### src/rtl/div_pkg.sv
// -----------------------------------------------------------------------------
// div_pkg
// Shared definitions for the shift/subtract restoring divider.
//   DivWidth    : default operand/quotient/remainder width
//   DivCntWidth : iteration counter width for the default width
//   div_state_t : divider FSM states (FIX is only reachable in signed builds)
// -----------------------------------------------------------------------------
package div_pkg;

   localparam int unsigned DivWidth    = 8;
   localparam int unsigned DivCntWidth = $clog2(DivWidth);

   typedef enum logic [2:0] {
      IDLE,
      LOAD,
      ITER,
      FIX,
      DONE
   } div_state_t;

endpackage

### src/rtl/div_step.sv
// -----------------------------------------------------------------------------
// div_step
// One restoring-division iteration, purely combinational.
// Ports:
//   r_i      : partial remainder before this step
//   q_i      : quotient/dividend shift register before this step
//   d_i      : divisor (unsigned magnitude)
//   r_o      : partial remainder after this step
//   q_o      : shift register after this step, new quotient bit in LSB
//   borrow_o : trial subtraction went negative (quotient bit is 0)
// -----------------------------------------------------------------------------
module div_step #(
   parameter int unsigned WIDTH = 8
) (
   input  logic [WIDTH-1:0] r_i,
   input  logic [WIDTH-1:0] q_i,
   input  logic [WIDTH-1:0] d_i,
   output logic [WIDTH-1:0] r_o,
   output logic [WIDTH-1:0] q_o,
   output logic             borrow_o
);

   logic [WIDTH:0] trial;

   // Shift the next dividend bit into the remainder and try to subtract.
   // The extra top bit acts as the borrow flag.
   assign trial    = {r_i, q_i[WIDTH-1]} - {1'b0, d_i};
   assign borrow_o = trial[WIDTH];

   always_comb begin
      if (borrow_o) begin
         r_o = {r_i[WIDTH-2:0], q_i[WIDTH-1]};
      end else begin
         r_o = trial[WIDTH-1:0];
      end
      q_o = {q_i[WIDTH-2:0], ~borrow_o};
   end

endmodule

### src/rtl/shift_sub_divider.sv
// -----------------------------------------------------------------------------
// shift_sub_divider
// Sequential restoring divider resolving one quotient bit per clock.
// Load captures the divisor; Execute (level-held) starts a division using Din
// as the dividend in the LOAD cycle. The FSM parks in DONE until Execute drops.
//
// Build option: DIVIDER_SIGNED_EN
//   undefined : unsigned operands, no FIX state, no sign flops
//   defined   : two's complement operands, magnitudes divided, one FIX cycle
//               applies the signs (quotient toward zero, remainder follows the
//               dividend). Divide by zero skips FIX and returns the raw dividend.
//
// Ports:
//   Clk     : clock, all flops on rising edge
//   Reset_n : asynchronous active-low reset
//   Load    : capture Din as divisor (honoured in IDLE and DONE only)
//   Execute : start request, must be released before the next start
//   Din     : divisor on Load, dividend in the LOAD cycle
//   Qval    : quotient register (shifting while busy)
//   Rval    : remainder register (changing while busy)
//   Dval    : divisor register
//   Busy    : high in LOAD, ITER and FIX
//   Done    : high in DONE
//   DivZero : divisor was zero when the division started
// -----------------------------------------------------------------------------
module shift_sub_divider
   import div_pkg::*;
#(
   parameter int unsigned WIDTH = DivWidth
) (
   input  logic             Clk,
   input  logic             Reset_n,
   input  logic             Load,
   input  logic             Execute,
   input  logic [WIDTH-1:0] Din,
   output logic [WIDTH-1:0] Qval,
   output logic [WIDTH-1:0] Rval,
   output logic [WIDTH-1:0] Dval,
   output logic             Busy,
   output logic             Done,
   output logic             DivZero
);

   localparam int unsigned     CntW    = (WIDTH > 1) ? $clog2(WIDTH) : 1;
   localparam logic [CntW-1:0] LastCnt = CntW'(WIDTH - 1);

   div_state_t       state_q, state_d;
   logic [WIDTH-1:0] q_q, q_d;
   logic [WIDTH-1:0] r_q, r_d;
   logic [WIDTH-1:0] d_q, d_d;
   logic [CntW-1:0]  cnt_q, cnt_d;
   logic             dz_q, dz_d;

   logic [WIDTH-1:0] step_r, step_q, step_div;
   logic             step_borrow;
   logic             last_iter;

   assign last_iter = (state_q == ITER) && (cnt_q == LastCnt);

`ifdef DIVIDER_SIGNED_EN
   logic [WIDTH-1:0] dmag_q, dmag_d;
   logic             sign_q_q, sign_q_d;
   logic             sign_r_q, sign_r_d;
   logic             din_neg, dval_neg;
   logic [WIDTH-1:0] din_mag, dval_mag;

   assign din_neg  = Din[WIDTH-1];
   assign dval_neg = d_q[WIDTH-1];
   // The most negative value maps onto itself, which is its correct unsigned
   // magnitude, so no special case is needed.
   assign din_mag  = din_neg  ? (~Din + 1'b1) : Din;
   assign dval_mag = dval_neg ? (~d_q + 1'b1) : d_q;
   assign step_div = dmag_q;
`else
   assign step_div = d_q;
`endif

   div_step #(
      .WIDTH(WIDTH)
   ) u_div_step (
      .r_i     (r_q),
      .q_i     (q_q),
      .d_i     (step_div),
      .r_o     (step_r),
      .q_o     (step_q),
      .borrow_o(step_borrow)
   );

   // ---------------------------------------------------------------------------
   // FSM: state register
   // ---------------------------------------------------------------------------
   always_ff @(posedge Clk or negedge Reset_n) begin
      if (!Reset_n) begin
         state_q <= IDLE;
      end else begin
         state_q <= state_d;
      end
   end

   // ---------------------------------------------------------------------------
   // FSM: next state
   // ---------------------------------------------------------------------------
   always_comb begin
      state_d = state_q;
      unique case (state_q)
         IDLE: begin
            if (Execute) begin
               state_d = LOAD;
            end
         end
         LOAD: begin
            state_d = ITER;
         end
         ITER: begin
            if (last_iter) begin
`ifdef DIVIDER_SIGNED_EN
               state_d = dz_q ? DONE : FIX;
`else
               state_d = DONE;
`endif
            end
         end
         FIX: begin
            state_d = DONE;
         end
         DONE: begin
            // No auto-restart: Execute must drop before another run.
            if (!Execute) begin
               state_d = IDLE;
            end
         end
         default: begin
            state_d = IDLE;
         end
      endcase
   end

   // ---------------------------------------------------------------------------
   // FSM: outputs
   // ---------------------------------------------------------------------------
   always_comb begin
      Busy = 1'b0;
      Done = 1'b0;
      unique case (state_q)
         LOAD, ITER, FIX: Busy = 1'b1;
         DONE:            Done = 1'b1;
         default:         ;
      endcase
   end

   assign Qval    = q_q;
   assign Rval    = r_q;
   assign Dval    = d_q;
   assign DivZero = dz_q;

   // ---------------------------------------------------------------------------
   // Datapath next-state
   // ---------------------------------------------------------------------------
   always_comb begin
      q_d   = q_q;
      r_d   = r_q;
      d_d   = d_q;
      cnt_d = cnt_q;
      dz_d  = dz_q;
`ifdef DIVIDER_SIGNED_EN
      dmag_d   = dmag_q;
      sign_q_d = sign_q_q;
      sign_r_d = sign_r_q;
`endif
      unique case (state_q)
         IDLE, DONE: begin
            if (Load) begin
               d_d = Din;
            end
         end
         LOAD: begin
            r_d   = '0;
            cnt_d = '0;
            dz_d  = (d_q == '0);
`ifdef DIVIDER_SIGNED_EN
            q_d      = din_mag;
            dmag_d   = dval_mag;
            sign_q_d = din_neg ^ dval_neg;
            sign_r_d = din_neg;
`else
            q_d = Din;
`endif
         end
         ITER: begin
            q_d   = step_q;
            r_d   = step_r;
            cnt_d = cnt_q + 1'b1;
`ifdef DIVIDER_SIGNED_EN
            // Divide by zero skips FIX, so restore the raw dividend here.
            if (last_iter && dz_q && sign_r_q) begin
               r_d = ~step_r + 1'b1;
            end
`endif
         end
         FIX: begin
`ifdef DIVIDER_SIGNED_EN
            if (sign_q_q) begin
               q_d = ~q_q + 1'b1;
            end
            if (sign_r_q) begin
               r_d = ~r_q + 1'b1;
            end
`endif
         end
         default: ;
      endcase
   end

   // ---------------------------------------------------------------------------
   // Datapath registers
   // ---------------------------------------------------------------------------
   always_ff @(posedge Clk or negedge Reset_n) begin
      if (!Reset_n) begin
         q_q   <= '0;
         r_q   <= '0;
         d_q   <= '0;
         cnt_q <= '0;
         dz_q  <= 1'b0;
      end else begin
         q_q   <= q_d;
         r_q   <= r_d;
         d_q   <= d_d;
         cnt_q <= cnt_d;
         dz_q  <= dz_d;
      end
   end

`ifdef DIVIDER_SIGNED_EN
   always_ff @(posedge Clk or negedge Reset_n) begin
      if (!Reset_n) begin
         dmag_q   <= '0;
         sign_q_q <= 1'b0;
         sign_r_q <= 1'b0;
      end else begin
         dmag_q   <= dmag_d;
         sign_q_q <= sign_q_d;
         sign_r_q <= sign_r_d;
      end
   end
`endif

endmodule

### config.mk
export PLATFORM = sky130hd
export DESIGN_NAME = shift_sub_divider
export DESIGN_NICKNAME = d
export VERILOG_FILES = /design/src/rtl/div_pkg.sv /design/src/rtl/div_step.sv /design/src/rtl/shift_sub_divider.sv
export SDC_FILE = /design/constraint.sdc
export NUM_CORES = 1
export LEC_CHECK = 0
export CAP_MARGIN = 10
export CORE_AREA = 4 4 75 77
export CTS_CLUSTER_SIZE = 30
export DETAILED_ROUTE_END_ITERATION = 10
export DIE_AREA = 0 0 79 81
export PLACE_DENSITY = 0.69
export SLEW_MARGIN = 10
export SYNTH_ARGS = -nofsm -noshare
export SYNTH_HDL_FRONTEND = slang
export SYNTH_HIERARCHICAL = 1
export SYNTH_SLANG_ARGS = --single-unit
### constraint.sdc
create_clock -name Clk -period 2.8 [get_ports Clk]
set_input_delay 0.56 -clock Clk [delete_from_list [all_inputs] [get_ports Clk]]
set_output_delay 0.56 -clock Clk [all_outputs]
set_load 0.02 [all_outputs]
==> results of run 1 <==
-- layer usage --
metal  vias up  wire [um]  global-route usage (%)
met2        30       2220                    26.2
li1        811          -                       -
met3         7        159                    3.77
met1       799       2250                    21.3
met5         -          0                       0
met4         0         48                    4.64
-- sequential cells by signal (all words and copies together), names as in the netlist --
register  flops
state_q       3
Rval          8
cnt_q         3
DivZero       1
Dval          8
Qval          8
-- power by group --
part / switching [mW] / internal [mW] / leakage (nW)
Sequential: 0.211 / 0.647 / 0.375
Combinational: 1.25 / 1.33 / 0.745
Clock: 0.167 / 0.224 / 0.0515
-- layout make-up --
cell class / instances / area, um^2
fill: 464 / 2330
multi-input combinational: 142 / 1220
sequential: 31 / 776
timing repair buffer: 45 / 445
clock buffer: 8 / 100
tap: 70 / 87.6
inverter: 12 / 45.0
-- stage by stage --
| step | utilization, % | hold slack [ns] |
|---|---|---|
| 2_1_floorplan | - | 0.264 |
| 3_3_place_gp | 51.0 | 0.514 |
| 3_5_place_dp | 51.0 | 0.525 |
| 4_1_cts | 53.0 | 0.548 |
| 5_1_grt | 53.4 | 0.567 |
| 6_report | 53.4 | 0.543 |
-- repair_timing --
item / in CTS / in global routing
hold buffers: 0 / 0
endpoints found under the setup margin: 0 / 2
setup buffers: 0 / 1
-- final timing paths --
kind | to | slack (ns) | cells past startpoint
max in group asynchronous | Dval[7] | 1.84 | 2
min in group asynchronous | Qval[2] | 0.67 | 2
max | Rval[6] | 0.13 | 11
max reg2reg | Rval[6] | 0.13 | 11
min reg2reg | cnt_q[2] | 0.54 | 1
min | cnt_q[2] | 0.54 | 1
==> results.md, run 1 <==
- Run status: finished clean
- Most used cells in the layout excluding fill and tap cells: clkdlybuf4s50_1 (38), dfrtp_1 (31), a22o_1 (21)
- Worst Hold Launch: cnt_q[2]
- Clk buf depth: 2
- Yosys warning count: 6
- CP startpoint: Qval[7]
- Final Power: 3.83 mW
- Ant. Diodes: 0
- TritonCTS Sinks: 31
- Worst Hold Class: flop to flop
- CTS resizes: 0
- Fin nets: between 200 and 300
- Critical path startpoint category: flop
- Placed insts: 299
- Grt total ovfl: 0
- Layout cells sized above 1: approximately 17%
- Cell Area, Synth: between 2000 and 2500 um^2
- Fin. max-slew vios: 0
- WP data required: 2.98 ns
- Root buffer cell: clkbuf_8
- Pre-antenna DRT Iters: 4
- Final min period: 2.67 ns
- Max-Cap Viols: 0
- Port buffer count: 38
- Worst path arrival time: 2.85 ns
- Clock Latency Late Sink: 0.28 ns
- Vias in the first global route: about 1600
- CP max FO: 7
- Total core area: 5010 um^2
- GPL Wtd Cong: 0.856
- Fmax: 0.374 GHz
- Skew final: 0.00534 ns
- Layout Area Growth over Synthesis: 22.6%
- Slew HR: around half
- Setup violators final: 0
- Syn avg cell area: around 11 um^2
- Crit end category: flop
- First-pass GRT wire length: 8020 um
- Die Span Y: 81 um
- Total number of vias: 1647
- Commonest non-fill, non-tap cell in the layout: clkdlybuf4s50_1
- Pwr Density: about 1400 nW/um^2
- Final Cell Area: 2680 um^2
- WP buf/inv: 2
- All-Layer GR Usage: 16.1%
- Final setup TNS: 0 ns
- Max stage delay cell, worst path: dfrtp_1
- Die Footprint: 6400 um^2
- Worst Tran Pin Value: 0.770 ns
- Drt wl/cell: 15.2 um
- Post-Syn Nets: 230
- Initial Util: 43.6%
- Largest net degree at the start of global routing: 34
- Antenna violations before repair: 0
- Die Wd: 79 um
- Final wirelength: 4680 um
- Clock transition at path regs: 0.07 ns
- Via density: approximately 5.3
- Detail Route Antenna Nets: 0
- Kind of critical path: flop to flop
- Reg-to-reg critical path startpoint: Qval[7]
- Ports: 39
- Starting DRT DRC Count: 93
- DP HPWL: 3270 um
- VDD IR max: 0.776 mV
- Crit path cell chain: inv_1, ha_1, fa_1, nand2b_2, a21oi_4, a21oi_4, xnor2_4, buf_12, mux2_4, a22o_1, a22o_1
- Mapped Cells: 207
- Endpoints failing hold: 0
- TritonCTS clock tree: yes
- Site Rows: 26
- Fin worst setup slack: 0.128 ns
- Non-Filler Instances: roughly 310
- Placed Area: 2560 um^2
- Final period util: 95.4%
- Pre-CTS setup slack: 0.103 ns
- RSZ-0062 raised after global routing: false
- CTS H-tree lvls: 2
- CP max stage delay: 0.39 ns
- Delay-heaviest family, CP: compound AO/OA/AOI/OAI gates
- Leak: 1.17 nW
- CTS buffer count: 5
- Drt drc: 0
Power figures use the tool's default switching activity.
==> inputs of run 2 (changes only) <==
--- a/config.mk
+++ b/config.mk
@@ -10,6 +10,8 @@
 export CTS_CLUSTER_SIZE = 30
 export DETAILED_ROUTE_END_ITERATION = 10
 export DIE_AREA = 0 0 79 81
+export GPL_ROUTABILITY_DRIVEN = 0
+export GPL_TIMING_DRIVEN = 0
 export PLACE_DENSITY = 0.69
 export SLEW_MARGIN = 10
 export SYNTH_ARGS = -nofsm -noshare
==> run 2 against run 1 <==
Register-to-register slack is essentially flat. Critical endpoint is now Rval[2]. Die area did not move. Clock-buffer cell count unchanged. Utilization is 2.1 points higher. First-iteration DRC count grew 4.3%. Clock power is essentially flat. Final cell count grew 5.8%. Critical path depth unchanged. Global-route usage up 1.4 points. Worst setup slack gained 0.011 ns.
==> results.md, run 2 (synthesis gave the netlist of run 1 again) <==
- Run status: finished clean (unchanged)
- Internal power: 2.31 mW (was 2.20 mW)
- CTS resizes: 0 (unchanged)
- Kind of critical path: flop to flop (unchanged)
- Setup violators final: 0 (unchanged)
- Worst Tran Pin Value: 0.688 ns (was 0.770 ns)
- Final min period: 2.66 ns (was 2.67 ns)
- Endpoints failing hold: 0 (unchanged)
- Starting DRT DRC Count: 97 (was 93)
- Skew final: 0.00502 ns (was 0.00534 ns)
- Most used cells in the layout excluding fill and tap cells: clkdlybuf4s50_1 (37), dfrtp_1 (31), a22o_1 (21) (was clkdlybuf4s50_1 (38), dfrtp_1 (31), a22o_1 (21))
- Pwr Density: 1430 nW/um^2 (about the same)
- CP max FO: 7 (unchanged)
- Detail Route Antenna Nets: 0 (unchanged)
- Leak: 1.24 nW (was 1.17 nW)
- Root buffer cell: clkbuf_8 (unchanged)
- Fin. max-slew vios: 0 (unchanged)
- Final period util: 95.0% (was 95.4%)
- Final Power: 3.99 mW (was 3.83 mW)
- WP buf/inv: 2 (unchanged)
- Seq pwr share: 21.5% (was 22.4%)
- CTS buffer count: 5 (unchanged)
- Slew HR: 54.1% (was 48.5%)
- Final setup TNS: 0 ns (unchanged)
- Placed insts: 315 (was 299)
- Initial Util: 43.6% (unchanged)
- Max stage delay cell, worst path: fa_1 (was dfrtp_1)
- Clock Latency Late Sink: 0.28 ns (about the same)
- Die Span Y: 81 um (unchanged)
- TritonCTS Sinks: 31 (unchanged)
- Crit path cell chain: inv_1, ha_1, fa_1, nand2b_2, a21oi_4, a21oi_4, xnor2_4, buf_12, mux2_4, a22o_1, a22o_1 (unchanged)
- Layout Area Growth over Synthesis: 27.4% (was 22.6%)
- DP HPWL: 3740 um (was 3270 um)
- Total number of vias: 1739 (was 1647)
- VDD IR max: 0.710 mV (was 0.776 mV)
- Die Wd: 79 um (unchanged)
- Fin nets: 278 (was 260)
- Final wirelength: 5010 um (was 4680 um)
- Layout cells sized above 1: 21.9% (was 17.2%)
- RSZ-0062 raised after global routing: false (unchanged)
- Hold-fix buffers, CTS: 0 (unchanged)
- Vias in the first global route: 1798 (was 1643)
- Worst Hold Class: input pin to async pin (was flop to flop)
- Die Footprint: 6400 um^2 (unchanged)
- CP max stage delay: 0.41 ns (was 0.39 ns)
- Net Sw Power: 1.68 mW (was 1.63 mW)
- Site Rows: 26 (unchanged)
- Worst path arrival time: 2.83 ns (was 2.85 ns)
- Ant. Diodes: 0 (unchanged)
- Clock power share: 9.7% (was 10.2%)
- TritonCTS clock tree: yes (unchanged)
- CTS H-tree lvls: 2 (unchanged)
- Ports: 39 (unchanged)
- All-Layer GR Usage: 17.4% (was 16.1%)
- Grt total ovfl: 0 (unchanged)
- Crit end category: flop (unchanged)
- Max-Cap Viols: 0 (unchanged)
- Delay-heaviest family, CP: adder cells (was compound AO/OA/AOI/OAI gates)
- Pre-antenna DRT Iters: 4 (unchanged)
- Commonest non-fill, non-tap cell in the layout: clkdlybuf4s50_1 (unchanged)
- Clock transition at path regs: 0.07 ns (about the same)
- Drt wl/cell: 15.4 um (was 15.2 um)
- Clk buf depth: 2 (unchanged)
- WP data required: 2.97 ns (was 2.98 ns)
- Antenna violations before repair: 0 (unchanged)
- Part of the power in combinational logic: 68.8% (was 67.4%)
- Fmax: 0.376 GHz (was 0.374 GHz)
- Total core area: 5010 um^2 (unchanged)
- Sw frac: 42.1% (was 42.5%)
- First-pass GRT wire length: 8670 um (was 8020 um)
- Largest net degree at the start of global routing: 32 (was 34)
- Port buffer count: 38 (unchanged)
- Critical path startpoint category: flop (unchanged)
- Drt drc: 0 (unchanged)
- Via density: 5.33 (was 5.35)
- Non-Filler Instances: 326 (was 308)
-- run 2: power by group through the flow --
stage / logic [mW] / clock network (mW) / registers [mW]
after floorplan: 1.81 / 0 / 1.00
after global placement: 2.62 / 0 / 0.869
after CTS: 2.75 / 0.400 / 0.864
after detailed placement: 2.66 / 0 / 0.870
after global routing: 3.00 / 0.422 / 0.897
final: 2.75 / 0.388 / 0.857
-- run 2: layout make-up --
| cell class | count | area, um^2 |
|---|---|---|
| Timing Repair Buffer | 41 | 410 |
| Multi-Input combinational cell | 142 | 1220 |
| Sequential cell | 31 | 776 |
| Inverter | 12 | 45.0 |
| Tap cell | 70 | 87.6 |
| Clock buffer | 8 | 100 |
| Fill cell | 475 | 2230 |
| Buffer | 22 | 140 |
-- run 2: stage by stage --
| stage | cell area (um^2) | util [%] | hold slack, ns | setup slack, ns |
|---|---|---|---|---|
| 2_1_floorplan | 2180 | - | 0.264 | 0.0849 |
| 3_3_place_gp | 2650 | 52.9 | 0.521 | -0.0396 |
| 3_5_place_dp | 2650 | 52.8 | 0.514 | -0.0422 |
| 4_1_cts | 2770 | 55.4 | 0.342 | 0.0588 |
| 5_1_grt | 2780 | 55.5 | 0.370 | 0.0213 |
| 6_report | 2780 | 55.5 | 0.320 | 0.139 |
-- run 2: routing by layer --
| layer | global-route usage [%] | part of all wire (%) | vias to the layer above |
|---|---|---|---|
| met1 | 23.6 | 48 | 843 |
| met5 | 0 | 0 | - |
| met2 | 27.1 | 46 | 35 |
| met3 | 3.99 | 3.9 | 9 |
| li1 | - | - | 852 |
| met4 | 6.70 | 1.6 | 0 |
-- run 2: worst paths after layout --
| check | start | endpoint | cells after the start | slack, ns |
|---|---|---|---|---|
| worst max-delay path | Qval[7] | Rval[2] | 11 | 0.14 |
| worst min-delay path | Reset_n | Qval[2] | 1 | 0.32 |
| worst max register to register | Qval[7] | Rval[2] | 11 | 0.14 |
| worst min register to register | DivZero | DivZero | 2 | 0.53 |
| max in group asynchronous | Reset_n | Dval[5] | 1 | 2.04 |
| min in group Clk | DivZero | DivZero | 2 | 0.53 |
-- run 2: repair_timing --
| action | in CTS | in global routing |
|---|---|---|
| pin swaps | 1 | 0 |
| hold endpoints to repair | 0 | 0 |
| endpoints found under the setup margin | 5 | 7 |
| gates cloned | 0 | 0 |
| setup buffers | 2 | 1 |
-- run 2: worst register-to-register path: stages, from the launching register on --
cell	delay [ns]
dfrtp_1	0.36
inv_1	0.07
ha_1	0.23
fa_1	0.41
nand2b_2	0.23
a21oi_4	0.17
a21oi_4	0.10
xnor2_4	0.18
buf_12	0.15
mux2_4	0.30
a22o_1	0.19
a22o_1	0.18
==> inputs of run 3 (changes only) <==
--- a/config.mk
+++ b/config.mk
@@ -7,7 +7,6 @@
 export LEC_CHECK = 0
 export CAP_MARGIN = 10
 export CORE_AREA = 4 4 75 77
-export CTS_CLUSTER_SIZE = 30
 export DETAILED_ROUTE_END_ITERATION = 10
 export DIE_AREA = 0 0 79 81
 export GPL_ROUTABILITY_DRIVEN = 0
==> results of run 3 <==
Same layout as run 2: the final DEF is identical, and so are final timing and power.
